`config.mk`:
```
export PLATFORM = sky130hd
export DESIGN_NAME = fmul_post
export DESIGN_NICKNAME = d
export VERILOG_FILES = /design/src/rtl/fmul_post.sv
export SDC_FILE = /design/constraint.sdc
export NUM_CORES = 1
export LEC_CHECK = 0
export CAP_MARGIN = 20
export CORE_MARGIN = 8
export CORE_UTILIZATION = 49
export DETAILED_ROUTE_END_ITERATION = 7
export DONT_BUFFER_PORTS = 1
export PLACE_DENSITY = 0.66
export SYNTH_ARGS = -nofsm -noshare
export SYNTH_HDL_FRONTEND = slang
export SYNTH_SLANG_ARGS = --single-unit
export TNS_END_PERCENT = 20
```
`constraint.sdc`:
```
create_clock -name clk -period 8.4 [get_ports clk]
set_clock_uncertainty 0.15 [all_clocks]
set_input_delay 2.52 -clock clk [delete_from_list [all_inputs] [get_ports clk]]
set_output_delay 2.52 -clock clk [all_outputs]
set_load 0.02 [all_outputs]
```
`src/rtl/fmul_post.sv`:
```
// Post-multiply fix-up stage: IEEE special cases and exponent range clamping, buffered in a
// small valid/ready FIFO. Optional pop-side flag counters under FMUL_POST_STATS_EN.
module fmul_post #(
  parameter int unsigned TAG_W = 5,
  parameter int unsigned DEPTH = 2
) (
  input  logic             clk,
  input  logic             rstn,
  input  logic             in_valid,
  output logic             in_ready,
  input  logic [31:0]      x1,
  input  logic [31:0]      x2,
  input  logic [31:0]      y_raw,
  input  logic             ovf_raw,
  input  logic [TAG_W-1:0] tag_in,
  output logic             out_valid,
  input  logic             out_ready,
  output logic [31:0]      y,
  output logic [3:0]       flags,
  output logic [TAG_W-1:0] tag_out
`ifdef FMUL_POST_STATS_EN
  ,
  output logic [15:0]      nv_cnt,
  output logic [15:0]      of_cnt,
  output logic [15:0]      uf_cnt
`endif
);

  localparam int unsigned PtrW = (DEPTH > 1) ? $clog2(DEPTH) : 1;
  localparam int unsigned CntW = $clog2(DEPTH + 1);
  localparam int unsigned EntW = 32 + 4 + TAG_W;

  logic        sign;
  logic [7:0]  e1, e2;
  logic        nan1, nan2, inf1, inf2, zero1, zero2;
  logic [1:0]  adj;
  logic signed [10:0] exp_e;
  logic [31:0] fix_y;
  logic        fix_nv, fix_of, fix_uf, fix_zero;
  logic        unused_ok;

  assign unused_ok = y_raw[31];

  always_comb begin
    sign  = x1[31] ^ x2[31];
    e1    = x1[30:23];
    e2    = x2[30:23];
    nan1  = (&e1) && (|x1[22:0]);
    nan2  = (&e2) && (|x2[22:0]);
    inf1  = (&e1) && !(|x1[22:0]);
    inf2  = (&e2) && !(|x2[22:0]);
    zero1 = !(|e1);
    zero2 = !(|e2);
    // Only the low two bits of the normalisation shift matter; 129 mod 4 = 1.
    adj   = y_raw[24:23] - (e1[1:0] + e2[1:0] + 2'd1);
    exp_e = $signed({3'b000, e1}) + $signed({3'b000, e2}) - 11'sd127
            + $signed({9'b0, adj});

    fix_y    = '0;
    fix_nv   = 1'b0;
    fix_of   = 1'b0;
    fix_uf   = 1'b0;
    fix_zero = 1'b0;
    if (nan1 || nan2) begin
      fix_y  = 32'h7FC0_0000;
      fix_nv = 1'b1;
    end else if ((inf1 && zero2) || (inf2 && zero1)) begin
      fix_y  = 32'h7FC0_0000;
      fix_nv = 1'b1;
    end else if (inf1 || inf2) begin
      fix_y = {sign, 8'hFF, 23'h0};
    end else if (zero1 || zero2) begin
      fix_y    = {sign, 31'h0};
      fix_zero = 1'b1;
    end else if (exp_e >= 11'sd255) begin
      fix_y  = {sign, 8'hFF, 23'h0};
      fix_of = 1'b1;
    end else if (exp_e <= 11'sd0) begin
      fix_y    = {sign, 31'h0};
      fix_uf   = 1'b1;
      fix_zero = 1'b1;
    end else begin
      fix_y = {sign, exp_e[7:0], y_raw[22:0]};
    end
    fix_of = fix_of | ovf_raw;
  end

  logic [EntW-1:0] mem_q [DEPTH];
  logic [PtrW-1:0] wr_ptr_q, wr_ptr_d, rd_ptr_q, rd_ptr_d;
  logic [CntW-1:0] count_q, count_d;
  logic            push, pop;
  logic [EntW-1:0] head;

  assign out_valid = (count_q != '0);
  assign in_ready  = (count_q < CntW'(DEPTH)) | out_ready;
  assign push      = in_valid & in_ready;
  assign pop       = out_valid & out_ready;
  assign head      = mem_q[rd_ptr_q];

  always_comb begin
    {y, flags, tag_out} = out_valid ? head : '0;
  end

  always_comb begin
    wr_ptr_d = push ? wr_ptr_q + PtrW'(1) : wr_ptr_q;
    rd_ptr_d = pop  ? rd_ptr_q + PtrW'(1) : rd_ptr_q;
    count_d  = count_q;
    if (push && !pop) begin
      count_d = count_q + CntW'(1);
    end else if (pop && !push) begin
      count_d = count_q - CntW'(1);
    end
  end

  always_ff @(posedge clk) begin
    if (rstn) begin
      wr_ptr_q <= '0;
      rd_ptr_q <= '0;
      count_q  <= '0;
    end else begin
      wr_ptr_q <= wr_ptr_d;
      rd_ptr_q <= rd_ptr_d;
      count_q  <= count_d;
    end
  end

  // Storage needs no reset; the count gates every read.
  always_ff @(posedge clk) begin
    if (push && !rstn) begin
      mem_q[wr_ptr_q] <= {fix_y, fix_nv, fix_of, fix_uf, fix_zero, tag_in};
    end
  end

`ifdef FMUL_POST_STATS_EN
  logic [15:0] nv_cnt_q, of_cnt_q, uf_cnt_q;

  always_ff @(posedge clk) begin
    if (rstn) begin
      nv_cnt_q <= '0;
      of_cnt_q <= '0;
      uf_cnt_q <= '0;
    end else if (pop) begin
      if (flags[3] && nv_cnt_q != 16'hFFFF) nv_cnt_q <= nv_cnt_q + 16'd1;
      if (flags[2] && of_cnt_q != 16'hFFFF) of_cnt_q <= of_cnt_q + 16'd1;
      if (flags[1] && uf_cnt_q != 16'hFFFF) uf_cnt_q <= uf_cnt_q + 16'd1;
    end
  end

  assign nv_cnt = nv_cnt_q;
  assign of_cnt = of_cnt_q;
  assign uf_cnt = uf_cnt_q;
`endif

endmodule

```
==> flow_metrics.tcl <==
set metrics [dict create \
    maxUsedRoutingLayer "met4" \
    grt-ovfl-total 0 \
    finalNonFillerCells 580 \
    cts-root-buf "clkbuf_8" \
    hold_class "flop to flop" \
    met2WireLength_um 5370 \
    cp_num_buf_inv 4 \
    coreArea_um2 10100 \
    synth_cell_types 61 \
    postCtsHoldBufs 0 \
    cts_resized 0 \
    drc 0 \
    dieArea_um2 13700 \
    drive_above_1_share 0.131 \
    nFillCells 892 \
    cpLargestDelayFamily "compound AO/OA/AOI/OAI gates" \
    power_leakage_nw 1.91 \
    regToRegSetupSlack_ns 5.76 \
    status "complete, no violations" \
    cp_max_fo 23 \
    setup.worst_path.start_class "input port" \
    die_h_um 117 \
    tns_ns 0 \
    layout_commonest_cell "edfxtp_1" \
    worst_pin_slew_ns 0.970 \
    grt_max_degree 43 \
    nNetsFinal 567 \
    cp.arrival_ns 6.12 \
    fmax_ghz 0.162 \
    syn_inst 438 \
    hpwlAfterDp_um 8390 \
    syn_nets 566 \
    fp-row-count 37 \
    clk_pin_slew_worst_paths_ns 0.08 \
    maxCapViolCount 0 \
    netlist_area_um2 5000 \
    clkSinkCount 87 \
    worst_path_max_delay_cell "a221oi_2" \
    grtUsageTotal 0.164 \
    max_slew_margin 0.352 \
    wl_met3_um 916 \
    htreeDepth 3 \
    p_per_area_nw_per_um2 261 \
    antenna_found_initial 0 \
    drt-met1-wl_um 4570 \
    clock_latency_ns 0.34 \
    ys_seq_elements 87 \
    grt_pass1_wl_um 17100 \
    period_minus_slack_ns 6.19 \
    cp_data_required_time_ns 8.33 \
    tritoncts "yes" \
    dp_cells 564 \
    via_per_inst 5.84 \
    cts_setup_buffers 0 \
    initial_core_util 0.494 \
    setup_violations 0 \
    power.total_mw 1.39 \
    synth-async-reset-ratio 0 \
    wl_per_cell_um 19.2 \
    io-pin-count 149 \
    area.growth.synth_to_final_pct 6.90 \
    finalHoldViolations 0 \
    grt_pass1_vias 3455 \
    crit_chain "inv_1 > ha_1 > inv_1 > ha_1 > xor2_1 > xor2_1 > inv_1 > fa_1 > xnor2_1 > nand3b_1 > nor3_1 > o2111ai_1 > a221oi_2 > a221o_1 > buf_4 > nor3_1" \
    place_congestion 0.841 \
    cts_buffers 9 \
    chipWidth_um 117 \
    ys_warn_count 0 \
    via_count 3388 \
    mostFrequentLayoutCells "82 x edfxtp_1, 64 x nor2_1, 41 x mux2i_1" \
    drt-total-wl_um 11100 \
    first_pass_iters 4 \
    yosysSeqAreaShare 0.512 \
    worstSetupPathType "input port to flop" \
    max_stage_delay_ns 0.59 \
    rsz0062_at_grt "no" \
    io_buffers 0 \
    crit_top_cell "inv_1" \
    yosys_most_used_dff "edfxtp_1" \
    first_iter_violations 199 \
    cp-end-kind "flop" \
    avgSynthCellArea_um2 11.4 \
    vdd_drop_max_mv 0.151 \
    ant_nets 0 \
    period_share 0.736 \
    final-max-slew-violation-count 0 \
    antennaDiodeCount 0 \
    synth-edff-count 82 \
    clockBufferDepth 2 \
]
==> final cells by class <==
cell class	count	area, um2	share of cell area
multi-input cells	296	2230	0.417
clock buffers	10	128	0.0239
well taps	136	170	0.0318
clock inverters	6	68.8	0.0129
inverters	40	150	0.0281
flip-flops and latches	87	2560	0.479
repair buffers	5	37.5	0.00702
==> state kept, by name (all words and copies together) (netlist names), named ones only <==
register	cells
count_q	2
mem_q	82
rd_ptr_q	1
wr_ptr_q	1
==> metrics by stage <==
stage / setup WS [ns] / utilization / hold slack, ns / cell area (um2)
global placement: 2.00 / 0.508 / 0.338 / 5150
floorplan: 1.79 / - / 0.316 / 5000
CTS: 2.27 / 0.528 / 0.380 / 5350
finish: 2.21 / 0.528 / 0.371 / 5350
global route: 1.90 / 0.528 / 0.417 / 5350
detailed placement: 1.89 / 0.508 / 0.346 / 5150
==> synth_stat cells (2+ instances only) <==
cell type,count,area (um2)
o31ai_1,2,15.0
edfxtp_1,82,2460
o21bai_1,4,30.0
a2111oi_0,3,26.3
nor3_2,19,190
buf_6,2,22.5
o21ai_0,6,30.0
xor2_1,8,70.1
or2_1,2,12.5
nand2b_1,3,18.8
or4_1,2,15.0
nand3_1,2,10.0
nand3b_1,2,15.0
fa_1,2,40.0
a221oi_2,2,30.0
nand4_1,9,56.3
buf_2,2,10.0
a211oi_1,8,60.1
ha_1,20,250
a21o_1,4,30.0
nor2_1,65,244
nor3b_1,3,22.5
nor4_1,13,81.3
a211o_1,2,17.5
mux2i_1,41,410
inv_1,40,150
nand2_1,12,45.0
o2111ai_1,2,17.5
a211oi_2,2,25.0
nor3_1,18,90.1
clkbuf_1,9,33.8
or3_1,2,12.5
dfxtp_1,5,100
a21oi_1,6,30.0
a221o_1,3,30.0
xnor2_1,6,52.6
==> report_power, final <==
| part | switching (mW) | internal, mW | total, mW |
|---|---|---|---|
| registers | 0.0330 | 0.535 | 0.568 |
| clock network | 0.142 | 0.139 | 0.281 |
| logic | 0.386 | 0.159 | 0.545 |
==> worst reg2reg max path, cell delays in order (launching register included) <==
cell and delay, ns:
dfxtp_1 0.36, nor2_4 0.77, inv_1 0.33, nand2_1 0.21
ha_1 0.27, or3_1 0.35, a21oi_1 0.13
==> final timing paths <==
check,start,cells after the start,to
worst min register to register,rd_ptr_q$_SDFFE_PP0P_,2,rd_ptr_q$_SDFFE_PP0P_
worst min-delay path,rd_ptr_q$_SDFFE_PP0P_,2,rd_ptr_q$_SDFFE_PP0P_
worst max-delay path,y_raw[23],16,mem_q[0][9]$_DFFE_PP_
worst max register to register,count_q[1]$_SDFFE_PP0P_,6,count_q[1]$_SDFFE_PP0P_
==> layer usage <==
metal / track usage / vias to the layer above
li1: - / 1629
met1: 0.182 / 1602
met2: 0.289 / 140
met3: 0.0472 / 17
met4: 0.0666 / 0
met5: 0 / -
==> kinds of logic (layout without fill, tap and decap cells) <==
| group | Yosys count | after routing | synth area share |
|---|---|---|---|
| adder cells (fa/ha/maj) | 22 | 22 | 0.0580 |
| XOR/XNOR | 15 | 15 | 0.0278 |
| AND/OR/NAND/NOR | 163 | 163 | 0.183 |
| AO/OA/AOI/OAI | 54 | 54 | 0.0890 |
| flip-flops | 87 | 87 | 0.512 |
| multiplexers | 42 | 42 | 0.0843 |
| buffers and inverters | 55 | 61 | 0.0455 |
Note: power is estimated with default switching activity, not from simulation.
==> patch, RTL diff (same flow settings) <==
The parameter `TAG_W` goes from 5 to 6.
--- a/src/rtl/fmul_post.sv
+++ b/src/rtl/fmul_post.sv
@@ -1,7 +1,7 @@
 // Post-multiply fix-up stage: IEEE special cases and exponent range clamping, buffered in a
 // small valid/ready FIFO. Optional pop-side flag counters under FMUL_POST_STATS_EN.
 module fmul_post #(
-  parameter int unsigned TAG_W = 5,
+  parameter int unsigned TAG_W = 6,
   parameter int unsigned DEPTH = 2
 ) (
   input  logic             clk,
Ports: changed (resized tag_in and tag_out); port bits go from 149 to 151. No check against the original RTL was run, so the function may have changed too.
==> patch against the unedited design <==
Worst setup slack got worse by 0.41 ns. Sequential power shrank 1%. Synthesized area shrank 1.7%. Synthesized cell count is 5.5% lower. Clock power increased by 4%. Utilization grew 1.3 points. Sequential cell count grew 2. Total power grew 3.0%. Wire length is 0.15% higher. Global-route usage down 0.057 points. Design area is 1.2% lower. Sequential share of layout area is 1.7 points higher. Largest power group is now combinational logic.
==> patch: results (changes against the unedited design) <==
status finished, final reports clean; share of layout cells above drive strength 1 9.83% (-3.2 points); Non-Clock Buffer Area Fraction 0.853% (+0.15 points); Synth area leaders edfxtp_1 (51%), mux2i_1 (8.8%), ha_1 (5.1%); vias in the first global route 3373 (-2.4%); relative slew slack 30.6% (-4.6 points); Lkg Pwr 1.78 nW (-7.1%); metal2 WL 5.51 mm (+2.5%); CTS buffer count 9 (unchanged); filler instances 858 (-3.8%); Multi-input gate area 2180 sq um (-2.5%); Post-synth EDFFs 84 (+2.4%); diodes inserted 0 (unchanged); Regs by FF count mem_q x84, count_q x2; fraction of area in registers 49.7% (+1.7 points); RD Place Congestion 0.813 (-3.3%); synth cell count leaders edfxtp_1 (84), nor2_1 (62), mux2i_1 (43); Metal-1 WL 4.79 mm (+4.7%); clock share of power 20.4% (+0.2 points); first-pass GRT wire length 17.2 mm (+0.20%); YS warnings 0 (unchanged); GRT Overall Usage 16.3% (-0.057 points); count of non-CTS inverters in the layout 17 (-57%); top layer in use met4; First DRT Iteration DRCs 288 (+45%); clock transition at the registers of the reported paths about 0.09 ns; Power Clock 0.000292 W (+4%); hpwl dp 7.77 mm (-7.4%); largest fanout on the critical path 31 (+35%); CP peak stage delay 0.71 ns (+0.12 ns); num rows 36 (-2.7%); worst vdd ir 0.000205 V (+35%); seq pwr 0.000562 W (-1%); register area share after synthesis 53.3% (+2.1 points); Slowest-stage cell, CP o32a_2; Async SR Flop Fraction 0% (unchanged); CTS Root Cell clkbuf_8; placed cell areas 5070 sq um (-1.5%); number of non-clock buffers 6 (+1); placed cells 534 (-5.3%); met3 wire length 751 um (-18%); Clock buffers and inverters, area share 3.93% (+0.26 points); pre-CTS WS 1.49 ns (-0.393 ns); Synth cell types 57 (-6.6%); via count 3280 (-3.2%); multi-input gate count 289 (-2.4%); GR Util met3 5.02% (+0.30 points); Final #Nets 541 (-4.6%); DR WL/cell 20.2 um (+5.6%); clk_buf instances 12 (+2); Layout Area Growth over Synthesis 7.43%; Crit path max-delay family simple AND/OR/NAND/NOR gates; P_sw 0.000570 W (+1.6%); met2 usage 27.4% (-1.5 points); met1 track demand over resource 20.1% (+1.9 points); Data arrival, critical path 6.55 ns (+0.43 ns); largest net degree at the start of global routing 44 (+2.3%); Synth Instances 414 (-5.5%); sequential cell count 89 (+2.3%); vias per inst 5.96 (+2.1%)
==> patch: changes by cell type after synthesis, moves of 4 or more <==
cell / before / now
nor3_2: 19 / 0
and2_1: 0 / 4
a211oi_1: 8 / 0
or3_1: 2 / 6
nor3_1: 18 / 5
a2bb2oi_2: 0 / 7
nor4b_1: 0 / 23
inv_1: 40 / 17
nand2_1: 12 / 21
==> patch: logic make-up (layout without fill, tap and decap cells) <==
kind of cell	after synthesis	in the layout	synth area share [%]
and+or+nand+nor	161	161	17.6
DFF	89	89	53.3
AOI/OAI and AO/OA	45	45	8.04
muxes	44	44	8.98
buffers and inverters	36	39	3.05
adders and majority gates	23	23	6.11
xor gates and xnor gates	16	16	2.85
==> patch: worst paths after layout <==
path,start,endpoint,slack [ns],depth (start not counted)
max,y_raw[23],mem_q[0][14],1.80,14
min,rd_ptr_q,rd_ptr_q,0.36,2
max reg2reg,count_q[1],count_q[1],5.69,6
min reg2reg,rd_ptr_q,rd_ptr_q,0.36,2
